--- src/rtl/line_draw_pkg.sv ---
// line_draw_pkg: register map, status bit positions, dispatch states and command sizing
package line_draw_pkg;

  localparam logic [2:0] ADDR_MODE       = 3'd0;
  localparam logic [2:0] ADDR_STATUS     = 3'd1;
  localparam logic [2:0] ADDR_GO         = 3'd2;
  localparam logic [2:0] ADDR_LINE_START = 3'd3;
  localparam logic [2:0] ADDR_LINE_END   = 3'd4;
  localparam logic [2:0] ADDR_COLOUR     = 3'd5;
  localparam logic [2:0] ADDR_CTRL       = 3'd6;
  localparam logic [2:0] ADDR_DONE_CNT   = 3'd7;

  localparam int MODE_POLL   = 0;
  localparam int MODE_IRQ_EN = 1;

  localparam int ST_BUSY = 0;
  localparam int ST_FULL = 1;
  localparam int ST_OVF  = 2;
  localparam int ST_CNT  = 8;

  typedef enum logic [1:0] {S_IDLE, S_DRAW, S_RETIRE} state_t;

  // a queued command is {start point, end point, colour}, each point packed {y, x}
  function automatic int cmd_width(input int x_w, input int y_w, input int colour_w);
    return 2 * (x_w + y_w) + colour_w;
  endfunction

endpackage

--- src/rtl/line_cmd_fifo.sv ---
// line_cmd_fifo: synchronous command FIFO with occupancy count
module line_cmd_fifo #(
  parameter int WIDTH = 8,
  parameter int DEPTH = 4
) (
  input  logic                     clock,
  input  logic                     i_reset_n,
  input  logic                     push,
  input  logic                     pop,
  input  logic [WIDTH-1:0]         wdata,
  output logic [WIDTH-1:0]         rdata,
  output logic                     full,
  output logic                     empty,
  output logic [$clog2(DEPTH):0]   count
);

  localparam int AW = $clog2(DEPTH);

  logic [WIDTH-1:0] mem [DEPTH];
  logic [AW-1:0]    wr_ptr, rd_ptr;
  logic             wr_en, rd_en;

  assign wr_en = push & ~full;
  assign rd_en = pop & ~empty;
  assign full  = count == (AW+1)'(DEPTH);
  assign empty = count == '0;
  assign rdata = mem[rd_ptr];

  // storage needs no reset: only entries between the pointers are ever read
  always_ff @(posedge clock)
    if (wr_en) mem[wr_ptr] <= wdata;

  // pointers wrap naturally because DEPTH is a power of two
  always_ff @(posedge clock or negedge i_reset_n)
    if (!i_reset_n) begin
      wr_ptr <= '0;
      rd_ptr <= '0;
      count  <= '0;
    end else begin
      if (wr_en) wr_ptr <= wr_ptr + 1'b1;
      if (rd_en) rd_ptr <= rd_ptr + 1'b1;
      count <= count + (AW+1)'(wr_en) - (AW+1)'(rd_en);
    end

endmodule

--- src/rtl/line_draw_cmd_queue.sv ---
// line_draw_cmd_queue: Avalon-MM register front end queuing line commands for the drawer
module line_draw_cmd_queue
  import line_draw_pkg::*;
#(
  parameter int X_W      = 9,
  parameter int Y_W      = 8,
  parameter int COLOUR_W = 3,
  parameter int DEPTH    = 4
) (
  input  logic                clock,
  input  logic                i_reset_n,
  input  logic                i_chipselect,
  input  logic [2:0]          i_address,
  input  logic                i_read,
  input  logic                i_write,
  input  logic [31:0]         i_writedata,
  output logic [31:0]         o_readdata,
  output logic                o_waitrequest,
  input  logic                i_done,
  output logic                o_go,
  output logic [COLOUR_W-1:0] o_colour,
  output logic [X_W-1:0]      o_X0,
  output logic [X_W-1:0]      o_X1,
  output logic [Y_W-1:0]      o_Y0,
  output logic [Y_W-1:0]      o_Y1,
  output logic                o_irq
);

  localparam int PW    = X_W + Y_W;
  localparam int CMD_W = cmd_width(X_W, Y_W, COLOUR_W);
  localparam int CW    = $clog2(DEPTH) + 1;

  logic [1:0]          mode, mode_nxt;
  logic [PW-1:0]       line_start, line_end;
  logic [COLOUR_W-1:0] colour;
  logic                overflow, pending, pending_nxt;
  logic [31:0]         done_cnt;
  state_t              state;
  logic                wr_sel, go_wr, ctrl_clr, cnt_wr, retire, busy;
  logic                full, empty, pop;
  logic [CW-1:0]       count;
  logic [CMD_W-1:0]    head;
  logic                unused_ok;

  assign wr_sel        = i_chipselect & i_write;
  assign go_wr         = wr_sel & (i_address == ADDR_GO);
  assign ctrl_clr      = wr_sel & (i_address == ADDR_CTRL) & i_writedata[0];
  assign cnt_wr        = wr_sel & (i_address == ADDR_DONE_CNT);
  assign retire        = state == S_RETIRE;
  assign pop           = (state == S_IDLE) & ~empty;
  assign busy          = ~empty | (state != S_IDLE);
  assign o_waitrequest = go_wr & full & ~mode[MODE_POLL];
  assign mode_nxt      = wr_sel && i_address == ADDR_MODE ? i_writedata[1:0] : mode;
  assign pending_nxt   = retire | (pending & ~ctrl_clr);
  assign unused_ok     = &{1'b0, i_writedata};

  line_cmd_fifo #(.WIDTH(CMD_W), .DEPTH(DEPTH)) u_fifo (
    .clock     (clock),
    .i_reset_n (i_reset_n),
    .push      (go_wr),
    .pop       (pop),
    .wdata     ({line_start, line_end, colour}),
    .rdata     (head),
    .full      (full),
    .empty     (empty),
    .count     (count)
  );

  // software-visible registers, sticky flags, completion counter and interrupt
  always_ff @(posedge clock or negedge i_reset_n)
    if (!i_reset_n) begin
      mode       <= '0;
      line_start <= '0;
      line_end   <= '0;
      colour     <= '0;
      overflow   <= 1'b0;
      pending    <= 1'b0;
      done_cnt   <= '0;
      o_irq      <= 1'b0;
    end else begin
      mode     <= mode_nxt;
      if (wr_sel && i_address == ADDR_LINE_START) line_start <= i_writedata[PW-1:0];
      if (wr_sel && i_address == ADDR_LINE_END)   line_end   <= i_writedata[PW-1:0];
      if (wr_sel && i_address == ADDR_COLOUR)     colour     <= i_writedata[COLOUR_W-1:0];
      overflow <= (overflow & ~ctrl_clr) | (go_wr & full & mode[MODE_POLL]);
      pending  <= pending_nxt;
      done_cnt <= cnt_wr ? 32'(retire) : done_cnt + 32'(retire);
      o_irq    <= pending_nxt & mode_nxt[MODE_IRQ_EN];
    end

  // dispatch: pop a command in idle, hold o_go until done, one retire cycle
  always_ff @(posedge clock or negedge i_reset_n)
    if (!i_reset_n) begin
      state    <= S_IDLE;
      o_go     <= 1'b0;
      o_X0     <= '0;
      o_Y0     <= '0;
      o_X1     <= '0;
      o_Y1     <= '0;
      o_colour <= '0;
    end else begin
      case (state)
        S_IDLE: if (!empty) begin
          {o_Y0, o_X0, o_Y1, o_X1, o_colour} <= head;
          o_go  <= 1'b1;
          state <= S_DRAW;
        end
        S_DRAW: if (i_done) begin
          o_go  <= 1'b0;
          state <= S_RETIRE;
        end
        default: state <= S_IDLE;
      endcase
    end

  // combinational zero-wait register reads
  always_comb begin
    o_readdata = '0;
    if (i_chipselect && i_read)
      case (i_address)
        ADDR_MODE:       o_readdata = 32'(mode);
        ADDR_STATUS:     o_readdata = {16'b0, 8'(count), 5'b0, overflow, full, busy};
        ADDR_LINE_START: o_readdata = 32'(line_start);
        ADDR_LINE_END:   o_readdata = 32'(line_end);
        ADDR_COLOUR:     o_readdata = 32'(colour);
        ADDR_DONE_CNT:   o_readdata = done_cnt;
        default:         o_readdata = '0;
      endcase
  end

endmodule

--- config.mk ---
export PLATFORM = sky130hd
export DESIGN_NAME = line_draw_cmd_queue
export DESIGN_NICKNAME = d
export VERILOG_FILES = /design/src/rtl/line_draw_pkg.sv /design/src/rtl/line_cmd_fifo.sv /design/src/rtl/line_draw_cmd_queue.sv
export SDC_FILE = /design/constraint.sdc
export NUM_CORES = 1
export LEC_CHECK = 0
export ABC_AREA = 1
export CAP_MARGIN = 0
export CELL_PAD_IN_SITES_DETAIL_PLACEMENT = 1
export CELL_PAD_IN_SITES_GLOBAL_PLACEMENT = 1
export CORE_AREA = 4 4 161 163
export CTS_CLUSTER_SIZE = 40
export DETAILED_ROUTE_END_ITERATION = 16
export DIE_AREA = 0 0 165 167
export PLACE_DENSITY = 0.94
export SYNTH_ARGS = -nofsm -noshare
export SYNTH_HDL_FRONTEND = slang
export SYNTH_SLANG_ARGS = --single-unit
--- constraint.sdc ---
create_clock -name clock -period 5.7 [get_ports clock]
set_input_delay 1.425 -clock clock [delete_from_list [all_inputs] [get_ports clock]]
set_output_delay 1.425 -clock clock [all_outputs]
set_load 0.03 [all_outputs]
# == Word level (Yosys, flattened, before mapping) ==
# Memory sizes are Yosys's and may differ from the RTL's. A register that Yosys moved wholly into a read port is not among the register bits.
# Index checks and enable logic that the tools add are counted.
# classes
muxes,12
eq_ne,12
reduce_logical,14
addsub,5
bitwise,21
# ops
operator,count
32-bit one-hot mux with 6 select lines,1
32-bit two-way mux,2
32-bit by 1-bit adder with 32-bit output,1
3-bit == test (second input constant),5
1-bit bitwise AND,14
3-bit by 2-bit == test with 1-bit output (second input constant),2
3-bit zero test,2
2-bit two-way mux,3
1-bit logical AND,5
2-bit by 1-bit adder with 2-bit output (second input constant),2
1-bit two-way mux,4
2-bit != test (second input constant),2
1-bit inverter,4
2-bit one-hot mux with 2 select lines,1
2-bit AND reduction,2
2-bit nonzero test,2
3-bit by 1-bit adder with 3-bit output,1
3-bit by 1-bit == test with 1-bit output (second input constant),1
1-bit bitwise OR,3
3-bit AND reduction,1
3-bit by 1-bit subtractor with 3-bit output,1
2-bit by 1-bit == test with 1-bit output (second input constant),1
2-bit == test (second input constant),1
2-bit zero test,1
2 further kinds,2
# word_totals
ff_bits,84
ram_bits,148
output_inout_bits,72
wordCells,79
n_memories,1
# memory_table
name,depth,width,read_ports,rd_clocked_by_memory_dff,wr,line,text
u_fifo.mem,4,37,1,1,1,line_cmd_fifo.sv:19,logic [WIDTH-1:0] mem [DEPTH];

# == Longest topological paths before layout ==
# logic_depth
depth_word,7
depth_mapped,11
depth_no_buf,11

# == Cells and area by module ==
# Synthesis repeated with hierarchy kept, for this count alone.
# hier_totals
hier_cells,1282
area_unflattened_um2,11913.9
# modules_own_cells
module,seq_area_each_um2,n_inst,area_each_um2,cells_per_inst
line_cmd_fifo,4619.4,1,6249.7,527
line_draw_cmd_queue,2852.7,1,5664.2,755

# == Worst setup path after synthesis ==
# OpenSTA, ideal clock, no wires.
# synth_path
kind,input port to flip-flop
startpoint,input i_address[0]
endpoint,"memory u_fifo.mem[0][0] (netlist name), enable pin"
path_stages,6
setup_ns,0.431
n_path_buf,1
path_slack_ns,1.713
t_arrival_ns,3.555
cell_sequence,buf_8 > inv_1 > nand2_1 > nor2_1 > nand3_1 > nor2_1
# synth_between
elab_chain_len,5
# synth_lines
item,line,text
"start, declared",line_draw_cmd_queue.sv:13,"input logic [2:0] i_address,"
3-bit by 2-bit == test with 1-bit output,line_draw_cmd_queue.sv:46,assign go_wr = wr_sel & (i_address == ADDR_GO);
1-bit bitwise AND,line_draw_cmd_queue.sv:46,
1-bit bitwise AND,line_cmd_fifo.sv:23,assign wr_en = push & ~full;
1-bit two-way mux,line_cmd_fifo.sv:31,if (wr_en) mem[wr_ptr] <= wdata;
1-bit two-way mux (not written as such),line_cmd_fifo.sv:31,
"end, declared",line_cmd_fifo.sv:19,
# Every way passes these cells.

# == Worst setup path after layout ==
# layout_path
startpoint,input i_address[0]
endpoint,output o_readdata[1]
# layout_between
elab_chain_len,3
elab_cells_between_ends,8
cone_classes,5 x eq/ne; 2 x mux; 1 x reduce/logical
# layout_lines
item,line,text
3-bit == test (tied with other cells),line_draw_cmd_queue.sv:120,case (i_address)
32-bit one-hot mux with 6 select lines (*),line_draw_cmd_queue.sv:120,
32-bit two-way mux (*),line_draw_cmd_queue.sv:119,if (i_chipselect && i_read)
"end, declared",line_draw_cmd_queue.sv:17,"output logic [31:0] o_readdata,"
# Every way passes the cells marked *; elsewhere a longest branch is shown, timed or not.

==> results.tsv <==
stage	metric	value	unit
outcome	run_status	completed	
clock_tree	ctsLongestPathBuffers	3	
timing	slew_viol_final	0	
timing	finalSetupViolations	0	
die	die_w	165	um
clock_tree	cts_setup_buffers	0	
drt	firstDrtPassIters	5	
worst_setup_path	cp_common_cell	nand2_1	
clock_tree	clk_pin_slew	0.06	ns
final_layout	diodes	0	
hold_path	hp-class	register to register	
final_layout	finalNetCount	1294	
yosys	synth_largest_area_cell	edfxtp_1	
job	max-cap-violations	0	
worst_setup_path	crit_chain	clkdlybuf4s50_1, nand2_1, nor2_4, nand2_1, nand2_1, nor2_1, a21oi_1, clkdlybuf4s50_1	
grt	antenna_found_initial	0	
die	num_rows	57	
die	num_io_pins	113	
power	vdd_drop_max	249	uV
timing	hold_viol	0	
worst_setup_path	end_kind	output pin	
yosys	synth-edff-count	148	
yosys	synthDominantCellAreaShare	0.383	
timing	fin_crit_sh	0.937	
timing	finalSetupTns	0	ns
final_layout	area_delta_synth_final	18.3	%
drt	routed_wl	35100	um
yosys	seq_area_frac_synth	0.644	
timing	rsz0062_at_grt	no	
yosys	ys_top_cells_by_area	edfxtp_1, dfrtp_1, nor2_1, nand2_1, o21ai_0	
final_layout	nFillCells	2621	
yosys	muxShareOfSynthArea	0	
yosys	netlist_area	0.0116	mm^2
timing	slew_headroom	0.233	
power	power_density	476	mW/mm^2
drt	vias	8960	
drt	drc_errors	0	
yosys	synth_compound_area_frac	0.101	
worst_setup_path	cp.required	4.28	ns
yosys	synth_top_family_by_area	simple AND/OR/NAND/NOR gates	
yosys	async_flop_share	0.450	
grt	grt_pass1_vias	9833	
worst_setup_path	cpLargestDelayFamily	buffers and inverters	
place	dp.cells	1539	
grt	grt_start_max_net_pins	76	
worst_setup_path	setup.worst_path.start_class	primary input	
worst_setup_path	crit_buf_inv	2	
die	start_util	0.477	
timing	holdWs	0.494	ns
power	p_leak	5.41	nW
die	die_h	167	um
worst_setup_path	max_stage_delay	0.75	ns
place	port_buffers	97	
hold_path	min_path_cells	2	
die	dieArea	0.0276	mm^2
yosys	yosysUniqueCellTypes	37	
drt	ant_nets	0	
place	dp_hpwl	22100	um
clock_tree	cts_buffers	27	
place	place.gp.congestion	0.853	
yosys	synth_common_cells	nor2_1, nand2_1, edfxtp_1	
worst_setup_path	worstSetupPathType	primary input to output pin	
final_layout	final_util	0.564	
drt	post_drt_wl_per_cell	22.1	um
yosys	synthCells	1153	
die	core	0.0243	mm^2
clock_tree	cts_hold_buf	0	
clock_tree	cts.sinks	269	
yosys	synth_adder_area_share	0.0104	
timing	fin_skew	0.00955	ns
yosys	avgSynthCellArea	10.1	um^2
yosys	ys_ff_latch	269	
final_layout	finalNonFillerCells	1589	
worst_setup_path	arrival	3.92	ns
grt	grt_overflow	0	
yosys	yosysWarnings	0	
yosys	synth_flop_cell	edfxtp_1	
worst_setup_path	reg2reg_depth	5	
grt	grt_pass1_wl	55200	um
yosys	yosysMostFrequentCell	nor2_1	
yosys	synth_xor_area_frac	0.00302	
timing	worstMarginPinSlew	1.15	ns
grt	grt_use_total	0.257	
clock_tree	cts_tree	done	
yosys	yosys.area_share.simple	0.189	
clock_tree	root_buffer	clkbuf_16	
clock_tree	post_cts_resize_count	0	
worst_setup_path	cp_slowest_cell	clkdlybuf4s50_1	
drt	vias_per_cell	5.64	
clock_tree	htree_levels	1	
worst_setup_path	cp.depth	8	
timing	timing.final.crit_period	5.34	ns
yosys	synth_nets	1203	
timing	fmax	187	MHz
final_layout	drive_gt1_frac	0.0862	
worst_setup_path	cp_max_fo	18	
clock_tree	clk_latency	0.54	ns
drt	drtIter0Drc	928	
[tightest hold or removal path, cell delays in order, from the launching register on]
cell,delay (ns)
dfrtp_1,0.32
nand2_1,0.05
o21ai_0,0.08
[registers in the layout, summed over array words and instances (netlist names)]
| name | count |
|---|---|
| line_start | 17 |
| done_cnt | 32 |
| mode | 2 |
| o_colour | 3 |
| u_fifo.count | 3 |
| u_fifo.rd_ptr | 2 |
| o_X0 | 9 |
| o_Y1 | 8 |
| u_fifo.mem | 148 |
| colour | 3 |
| o_X1 | 9 |
| line_end | 17 |
| o_Y0 | 8 |
| u_fifo.wr_ptr | 2 |
| overflow | 1 |
| o_go | 1 |
| pending | 1 |
| o_irq | 1 |
| state | 2 |
[power breakdown]
| group | switching [mW] | internal (mW) | total (mW) |
|---|---|---|---|
| sequential | 0.311 | 2.39 | 2.70 |
| clock | 0.751 | 1.13 | 1.88 |
| combinational | 1.30 | 0.647 | 1.95 |
| total | 2.36 | 4.16 | 6.52 |
[path summary, 6_finish.rpt]
check	from	to	slack (ns)
min	pending	pending	0.49
min reg2reg	pending	pending	0.49
max	i_address[0]	o_readdata[1]	0.36
min in group asynchronous	i_reset_n	o_colour[0]	0.86
max in group asynchronous	i_reset_n	done_cnt[16]	3.74
max reg2reg	u_fifo.count[1]	u_fifo.mem[1][3]	3.20
[cell usage in the layout (no fill, tap or decap), types with 17 or more instances in the layout]
cell type	Yosys	routed
clkdlybuf4s50_1	0	96
clkbuf_16	0	27
o21ai_0	102	102
edfxtp_1	148	148
nand2_1	196	196
nor2_1	292	288
a21oi_1	26	26
o21ai_2	17	17
inv_1	72	72
a31oi_1	37	37
dfrtp_1	121	120
nand3_1	28	28
[stage by stage]
stage | power (mW) | instance area [um^2] | worst slack (ns)
4_1_cts | 6.56 | 13700 | 0.392
2_1_floorplan | 3.88 | 11600 | 1.71
3_5_place_dp | 4.62 | 12800 | 0.456
6_report | 6.52 | 13700 | 0.360
3_3_place_gp | 4.45 | 12800 | 0.500
5_1_grt | 6.85 | 13700 | 0.168
[logic make-up after synthesis]
| logic type | after synthesis |
|---|---|
| AO/OA/AOI/OAI | 202 |
| XOR/XNOR | 4 |
| adder cells (fa/ha/maj) | 9 |
| flip-flops | 269 |
| AND/OR/NAND/NOR | 543 |
| buffers and inverters | 126 |
[area by class of cell]
type | count | area (um^2) | area share
timing repair buffer | 110 | 1070 | 0.0777
sequential | 269 | 7470 | 0.545
tap | 324 | 405 | 0.0295
multi-input combinational | 758 | 3540 | 0.258
clock buffer | 36 | 729 | 0.0532
clock inverter | 14 | 204 | 0.0149
inverter | 78 | 298 | 0.0217
[per-layer routing]
| metal | share of wire | vias up | GRT usage |
|---|---|---|---|
| met5 | 0 | - | 0 |
| met2 | 0.52 | 341 | 0.452 |
| met4 | 0.032 | 0 | 0.0861 |
| met1 | 0.39 | 4522 | 0.329 |
| met3 | 0.053 | 83 | 0.0326 |
| li1 | - | 4014 | - |
No activity file was read; power rests on OpenSTA's default activity.
